File: src/rtl/demorgan_pkg.sv
// Shared types and the golden truth function for the demorgan gate unit self-test.
package demorgan_pkg;

    typedef enum logic [1:0] {
        IDLE   = 2'd0,
        SETTLE = 2'd1,
        CHECK  = 2'd2,
        DONE   = 2'd3
    } state_t;

    localparam int VEC_W = 2;

    // Expected unit outputs in the order {nA, nB, nAandnB, n_AorB, nAornB, n_AandB}.
    function automatic logic [5:0] golden(input logic a, input logic b);
        golden = {~a, ~b, (~a & ~b), ~(a | b), (~a | ~b), ~(a & b)};
    endfunction

endpackage

File: src/rtl/demorgan_checker.sv
// Combinational compare of the six observed unit outputs against the golden set.
module demorgan_checker
    import demorgan_pkg::*;
(
    input  logic a,
    input  logic b,
    input  logic nA,
    input  logic nB,
    input  logic nAandnB,
    input  logic n_AorB,
    input  logic nAornB,
    input  logic n_AandB,
    output logic mismatch
);

    logic [5:0] observed_s;

    // Any bit differing from the golden vector flags the whole check cycle.
    always_comb begin
        observed_s = {nA, nB, nAandnB, n_AorB, nAornB, n_AandB};
        mismatch   = 1'b0;
        if (observed_s != golden(a, b)) begin
            mismatch = 1'b1;
        end else begin
            mismatch = 1'b0;
        end
    end

endmodule

File: src/rtl/demorgan_sweep_ctrl.sv
// Self-test sequencer: drives all four (A,B) vectors, waits a settle window,
// checks the unit outputs and keeps a saturating error count plus first failure.
module demorgan_sweep_ctrl
    import demorgan_pkg::*;
#(
    parameter int SETTLE_CYCLES = 2,
    parameter int ITERATIONS    = 1,
    parameter int ERR_W         = 4
) (
    input  logic             clk,
    input  logic             reset,
    input  logic             start,
    output logic             A,
    output logic             B,
    input  logic             nA,
    input  logic             nB,
    input  logic             nAandnB,
    input  logic             n_AorB,
    input  logic             nAornB,
    input  logic             n_AandB,
    output logic             busy,
    output logic             done,
    output logic             pass,
    output logic [ERR_W-1:0] err_count,
    output logic [1:0]       first_fail_vec,
    output logic             fail_valid
);

    localparam int SET_W  = (SETTLE_CYCLES > 1) ? $clog2(SETTLE_CYCLES) : 1;
    localparam int ITER_W = (ITERATIONS > 1) ? $clog2(ITERATIONS) : 1;

    localparam logic [ERR_W-1:0]  ERR_MAX     = {ERR_W{1'b1}};
    localparam logic [ERR_W-1:0]  ERR_ZERO    = {ERR_W{1'b0}};
    localparam logic [SET_W-1:0]  SETTLE_LAST = SET_W'(SETTLE_CYCLES - 1);
    localparam logic [ITER_W-1:0] ITER_LAST   = ITER_W'(ITERATIONS - 1);
    localparam logic [VEC_W-1:0]  VEC_LAST    = {VEC_W{1'b1}};

    state_t             state_r;
    logic [VEC_W-1:0]   vec_r;
    logic [ITER_W-1:0]  iter_r;
    logic [SET_W-1:0]   settle_r;
    logic               a_r;
    logic               b_r;
    logic               busy_r;
    logic               done_r;
    logic               pass_r;
    logic [ERR_W-1:0]   err_r;
    logic [1:0]         ffv_r;
    logic               fv_r;

    logic               mismatch_s;
    logic [ERR_W-1:0]   err_next_s;
    logic [VEC_W-1:0]   vec_next_s;

    demorgan_checker u_checker (
        .a        (a_r),
        .b        (b_r),
        .nA       (nA),
        .nB       (nB),
        .nAandnB  (nAandnB),
        .n_AorB   (n_AorB),
        .nAornB   (nAornB),
        .n_AandB  (n_AandB),
        .mismatch (mismatch_s)
    );

    // Next error count (saturating) and next vector index for the check cycle.
    always_comb begin
        err_next_s = err_r;
        vec_next_s = vec_r + VEC_W'(1);
        if (mismatch_s && (err_r != ERR_MAX)) begin
            err_next_s = err_r + ERR_W'(1);
        end else begin
            err_next_s = err_r;
        end
    end

    // Sequencer FSM with all outputs registered; reset aborts any sweep.
    always_ff @(posedge clk) begin
        if (reset) begin
            state_r  <= IDLE;
            vec_r    <= {VEC_W{1'b0}};
            iter_r   <= {ITER_W{1'b0}};
            settle_r <= {SET_W{1'b0}};
            a_r      <= 1'b0;
            b_r      <= 1'b0;
            busy_r   <= 1'b0;
            done_r   <= 1'b0;
            pass_r   <= 1'b0;
            err_r    <= ERR_ZERO;
            ffv_r    <= 2'b00;
            fv_r     <= 1'b0;
        end else begin
            case (state_r)
                IDLE: begin
                    done_r <= 1'b0;
                    if (start) begin
                        state_r  <= SETTLE;
                        vec_r    <= {VEC_W{1'b0}};
                        iter_r   <= {ITER_W{1'b0}};
                        settle_r <= {SET_W{1'b0}};
                        a_r      <= 1'b0;
                        b_r      <= 1'b0;
                        busy_r   <= 1'b1;
                        pass_r   <= 1'b0;
                        err_r    <= ERR_ZERO;
                        ffv_r    <= 2'b00;
                        fv_r     <= 1'b0;
                    end
                end
                SETTLE: begin
                    if (settle_r == SETTLE_LAST) begin
                        settle_r <= {SET_W{1'b0}};
                        state_r  <= CHECK;
                    end else begin
                        settle_r <= settle_r + SET_W'(1);
                    end
                end
                CHECK: begin
                    err_r <= err_next_s;
                    if (mismatch_s && !fv_r) begin
                        fv_r  <= 1'b1;
                        ffv_r <= {a_r, b_r};
                    end
                    vec_r <= vec_next_s;
                    a_r   <= vec_next_s[1];
                    b_r   <= vec_next_s[0];
                    if (vec_r == VEC_LAST) begin
                        if (iter_r == ITER_LAST) begin
                            iter_r  <= {ITER_W{1'b0}};
                            state_r <= DONE;
                            done_r  <= 1'b1;
                            busy_r  <= 1'b0;
                            pass_r  <= (err_next_s == ERR_ZERO);
                        end else begin
                            iter_r  <= iter_r + ITER_W'(1);
                            state_r <= SETTLE;
                        end
                    end else begin
                        state_r <= SETTLE;
                    end
                end
                DONE: begin
                    done_r  <= 1'b0;
                    a_r     <= 1'b0;
                    b_r     <= 1'b0;
                    state_r <= IDLE;
                end
                default: begin
                    state_r <= IDLE;
                    busy_r  <= 1'b0;
                    done_r  <= 1'b0;
                    a_r     <= 1'b0;
                    b_r     <= 1'b0;
                end
            endcase
        end
    end

    assign A              = a_r;
    assign B              = b_r;
    assign busy           = busy_r;
    assign done           = done_r;
    assign pass           = pass_r;
    assign err_count      = err_r;
    assign first_fail_vec = ffv_r;
    assign fail_valid     = fv_r;

endmodule

File: config.mk
export PLATFORM = sky130hd
export DESIGN_NAME = demorgan_sweep_ctrl
export DESIGN_NICKNAME = d
export VERILOG_FILES = /design/src/rtl/demorgan_pkg.sv /design/src/rtl/demorgan_checker.sv /design/src/rtl/demorgan_sweep_ctrl.sv
export SDC_FILE = /design/constraint.sdc
export NUM_CORES = 1
export LEC_CHECK = 0
export ABC_AREA = 1
export CAP_MARGIN = 40
export CORE_MARGIN = 2
export CORE_UTILIZATION = 30
export CTS_BUF_LIST = sky130_fd_sc_hd__clkbuf_16
export DETAILED_ROUTE_END_ITERATION = 6
export PLACE_DENSITY = 0.62
export SYNTH_ARGS = -nofsm -noshare
export SYNTH_HDL_FRONTEND = slang
export SYNTH_SLANG_ARGS = --single-unit
export TNS_END_PERCENT = 100
File: constraint.sdc
create_clock -name clk -period 1.7 [get_ports clk]
set_input_delay 0.17 -clock clk [delete_from_list [all_inputs] [get_ports clk]]
set_output_delay 0.17 -clock clk [all_outputs]
set_load 0.02 [all_outputs]
Yosys cells after proc, flatten, opt, wreduce, memory -nomap -nowiden --
Cells that the tools add are included.
Operators by class: add/sub/neg operators 4, equality and inequality tests 11, mux-type cells 33, bitwise operators 8, reduce and logical (&&, ||, !) cells 18
Operators by type and width (count):
- 1-bit 2-to-1 mux | 13
- 2-bit 2-to-1 mux | 6
- 1-bit case mux with 2 select lines | 6
- 2-bit inequality test, second input constant | 5
- 3-bit AND reduction | 3
- 4-bit 2-to-1 mux | 2
- 2-bit case mux with 2 select lines | 2
- 2-bit case mux with 4 select lines | 1
- 4-bit case mux with 2 select lines | 1
- 2-bit AND reduction | 4
- 2-bit == test, second input constant | 3
- 6-bit inequality test | 1
- 1-bit case mux with 3 select lines | 2
- 2-bit nonzero test | 3
- 4-bit by 1-bit adder with 4-bit output, second input constant | 1
- 4-bit logical NOT | 1
- 4-bit inequality test, second input constant | 1
- 1-bit NOT | 4
- 4-bit AND reduction | 1
- 3-bit nonzero test | 1
- 1-bit adder, second input constant | 2
- 2-bit by 1-bit adder with 2-bit output, second input constant | 1
- 1-bit bitwise AND | 2
- 2-bit by 1-bit == test with 1-bit output, second input constant | 1
- 5 further kinds | 7
Storage, ports and cells: register bits after elaboration 18, input bits 9, output and inout bits 12, word-level logic and storage cells 86

Depth between registers and ports, before layout --
depth after elaboration 10, mapped depth 12

Cells and area by module --
Synthesis repeated with hierarchy kept, for this count alone.
Unflattened totals: cell total of the unflattened synthesis 148, area total of the unflattened synthesis 974.7 um2
Modules (own cells, without submodules):
- demorgan_sweep_ctrl | times used 1, cells an instance 122, area an instance 874.6 um2, sequential area each 340.3 um2
- demorgan_checker | times used 1, cells an instance 26, area an instance 100.1 um2, sequential area each 0.0 um2

Least setup slack after synthesis --
OpenSTA, ideal clock, no wires.
path kind reg-to-reg, start register state_r[0], end register ffv_r[0], in the netlist first_fail_vec[0], data arrival time 1.319 ns, setup slack 0.247 ns, stages on the path, launching flop included 13, path buffers 0, clock period less this slack 1.453 ns, cells stage by stage dfxtp_1 -> inv_1 -> ha_1 -> inv_1 -> nor2_4 -> inv_1 -> nand2_2 -> inv_2 -> nand2_1 -> nand2_2 -> inv_2 -> nand2_1 -> a21oi_1
On the way: longest elaborated chain between the ends 3
RTL lines:
- start, declared | RTL line demorgan_sweep_ctrl.sv:38 | state_t state_r;
- start signal, assigned | RTL line demorgan_sweep_ctrl.sv:81 | state_r <= IDLE;
- start signal, assigned | RTL line demorgan_sweep_ctrl.sv:98 | state_r <= SETTLE;
- start signal, assigned | RTL line demorgan_sweep_ctrl.sv:114 | state_r <= CHECK;
- 2-bit == test / 2-bit logical NOT (equally long branches) | RTL line demorgan_sweep_ctrl.sv:94 | case (state_r)
- 2-bit inequality test (no source line) / 2-bit nonzero test (equally long branches)
- 3-bit AND reduction (no source line)
- end signal, assigned | RTL line demorgan_sweep_ctrl.sv:123 | ffv_r <= {a_r, b_r};
- end, declared | RTL line demorgan_sweep_ctrl.sv:48 | logic [1:0] ffv_r;
Parallel ways exist; a longest one is shown, timed or not. A chain may end at the register's enable or synchronous reset.

Worst setup path after layout --
start register state_r[0], end register ffv_r[1], in the netlist first_fail_vec[1]
Same word-level chain as after synthesis.

==> reports/qor.txt <==
Vias post-DR -> 972
Final setup violation count -> 0
Commonest cells after routing, fill and taps aside -> nand2_1 (40), clkdlybuf4s50_1 (20), dfxtp_1 (17)
Final hold violations -> 0
Clock Latency Late Sink -> 250 ps
Share of cells above drive strength 1 -> 14.8%
Die Wd -> 61.4 µm
GPL Wtd Cong -> 0.938
Worst rel slew slack -> 70.0%
Pre-CTS setup slack -> 47.4 ps
Vias/cell -> 4.56
Worst Path Arrival -> 1710 ps
Seq/Total Area, Yosys -> 34.5%
Area Growth Syn to Fin -> 35.4%
Antenna Cells -> 0
H-tree Lvls -> 1
Core Box Area -> 3100 µm²
Clock sink total -> 17
Final Cycle Share -> 90.0%
Power Density -> 1370 nW/µm²
Clock-pin slew on the worst setup and hold paths -> 50 ps
Top_reg_cell synth -> dfxtp_1
Synth Instances -> 145
Total track usage -> 13.3%
Number of remaining DRC errors -> 0
Number of routed nets with antenna violations -> 0
Worst hold path type -> flop to flop
Synth warnings -> 0
Worst Setup Path Type -> flop to flop
Vias in the first global route -> 947
Synthesized area -> 987 µm²
DR WL/cell -> 10.4 µm
Yosys reg bits -> 17
Nets -> 184
Clock Skew -> 2.31 ps
Hold path start -> vec_r[1]
# fillers -> 344
Pin count of the biggest net entering global routing -> 18
Initial DRT Pass Iterations -> 5
Crit. Startpoint -> state_r[0]
Die height -> 61.4 µm
Unique masters post-synth -> 20
DRT iter0 DRCs -> 57
Status -> complete, no violations
Port Buffers -> 20
Grt ovf -> 0
CP required -> 1880 ps
Largest fanout on the critical path -> 7
Crit. End Element -> flop
Post-layout util -> 43.1%
Leakage power -> 0.569 nW
Post-route minimum period -> 1530 ps
Total clock buffers created by CTS -> 3
Worst vdd ir -> 0.674 mV
Setup crit start kind -> flop
Final WL -> 2.22 mm
CTS tree -> yes
Async S/R FF share, synth -> 0%
Average cell area after synthesis -> 6.81 µm²
I/O Pins -> 21
Worst Tran Pin Value -> 448 ps
Clock Path Buffers -> 2
Fmax -> 0.653 GHz
Initial antenna violation count -> 0
CTS root buffer -> clkbuf_16
R2R Path Start -> state_r[0]
Mapped Nets -> 159
Commonest non-fill, non-tap cell in the layout -> nand2_1
Starting Density -> 31.8%
Final WS setup -> 169 ps
HPWL Detailed -> 1.74 mm
Cell Rows -> 20
Max-Cap Viols -> 0
Post-synth EDFFs -> 0
Die ar. -> 3770 µm²
First-pass GRT wire length -> 3.84 mm
Total power -> 1.83 mW
Max-slew violations -> 0
# Post-CTS Setup Buffers -> 0
[worst paths after layout]
kind	to	depth (start not counted)	slack [ps]
worst max-delay path	first_fail_vec[1]	11	170
worst min-delay path	vec_r[1]	2	470
worst max register to register	first_fail_vec[1]	11	170
worst min register to register	vec_r[1]	2	470
[through the flow]
stage / cells / hold slack [ps] / setup TNS [ps] / cell area, µm²
2_1_floorplan: 145 / 426 / 0 / 987
3_3_place_gp: 209 / 457 / 0 / 1250
3_5_place_dp: 209 / 462 / 0 / 1250
4_1_cts: 213 / 469 / 0 / 1330
5_1_grt: 213 / 500 / -15.5 / 1340
6_report: 213 / 466 / 0 / 1340
[worst max-delay path, stage by stage (launching register included)]
cell and delay, ps:
dfxtp_1 330, inv_1 80, ha_1 220, inv_1 150, nand2_2 110, nand2_4 130
inv_2 60, nand2_2 80, nand2_2 80, inv_2 60, nand2_1 40, a21oi_1 130
[repair_timing]
item                                    4_1_cts  5_1_grt
endpoints found under the setup margin        0        6
hold buffers                                  0        0
resized for setup                             0        4
[Yosys cell counts (all sizes together) (2+ instances only)]
| cell type | n | share of area, % |
|---|---|---|
| inv | 17 | 6.5 |
| nor3 | 3 | 1.5 |
| nor2 | 16 | 7.6 |
| nand3 | 10 | 6.3 |
| dfxtp | 17 | 34 |
| clkbuf | 2 | 0.76 |
| a21oi | 13 | 7.0 |
| nand2 | 51 | 22 |
| ha | 5 | 6.3 |
| a211oi | 3 | 2.3 |
| o21ai | 4 | 2.0 |
[logic make-up after synthesis]
| kind of cell | synth area share [%] |
|---|---|
| DFF | 34.5 |
| buffers and inverters | 7.22 |
| xor gates and xnor gates | 1.77 |
| AOI/OAI and AO/OA | 11.3 |
| adders and majority gates | 6.34 |
| and+or+nand+nor | 38.9 |
[state kept, by name, indices dropped and copies added, names as in the netlist]
name	count
settle_r	1
state_r	2
first_fail_vec	2
B	1
pass	1
fail_valid	1
vec_r	2
err_count	4
busy	1
done	1
A	1
[power by group]
part | internal (mW) | leakage, nW | total (mW) | switching (mW)
combinational | 0.307 | 0.389 | 0.826 | 0.519
sequential | 0.472 | 0.138 | 0.534 | 0.0620
clock | 0.312 | 0.0423 | 0.468 | 0.156
[per-layer routing]
metal  vias up  track usage (%)  wire, µm
li1        511                -         -
met1       439             16.0      1020
met2        20             23.9      1100
met3         2             3.99        81
met4         0             2.13        16
met5         -                0         0
[cell type report]
class	count	area, µm²	area share, %
Clock buffer	3	75.1	5.62
Clock inverter	1	3.75	0.281
Sequential cell	17	340	25.5
Multi-Input combinational cell	109	583	43.6
Inverter	17	63.8	4.78
Timing Repair Buffer	22	215	16.1
Tap cell	44	55.1	4.12
Note: power is estimated with default switching activity, not from simulation.
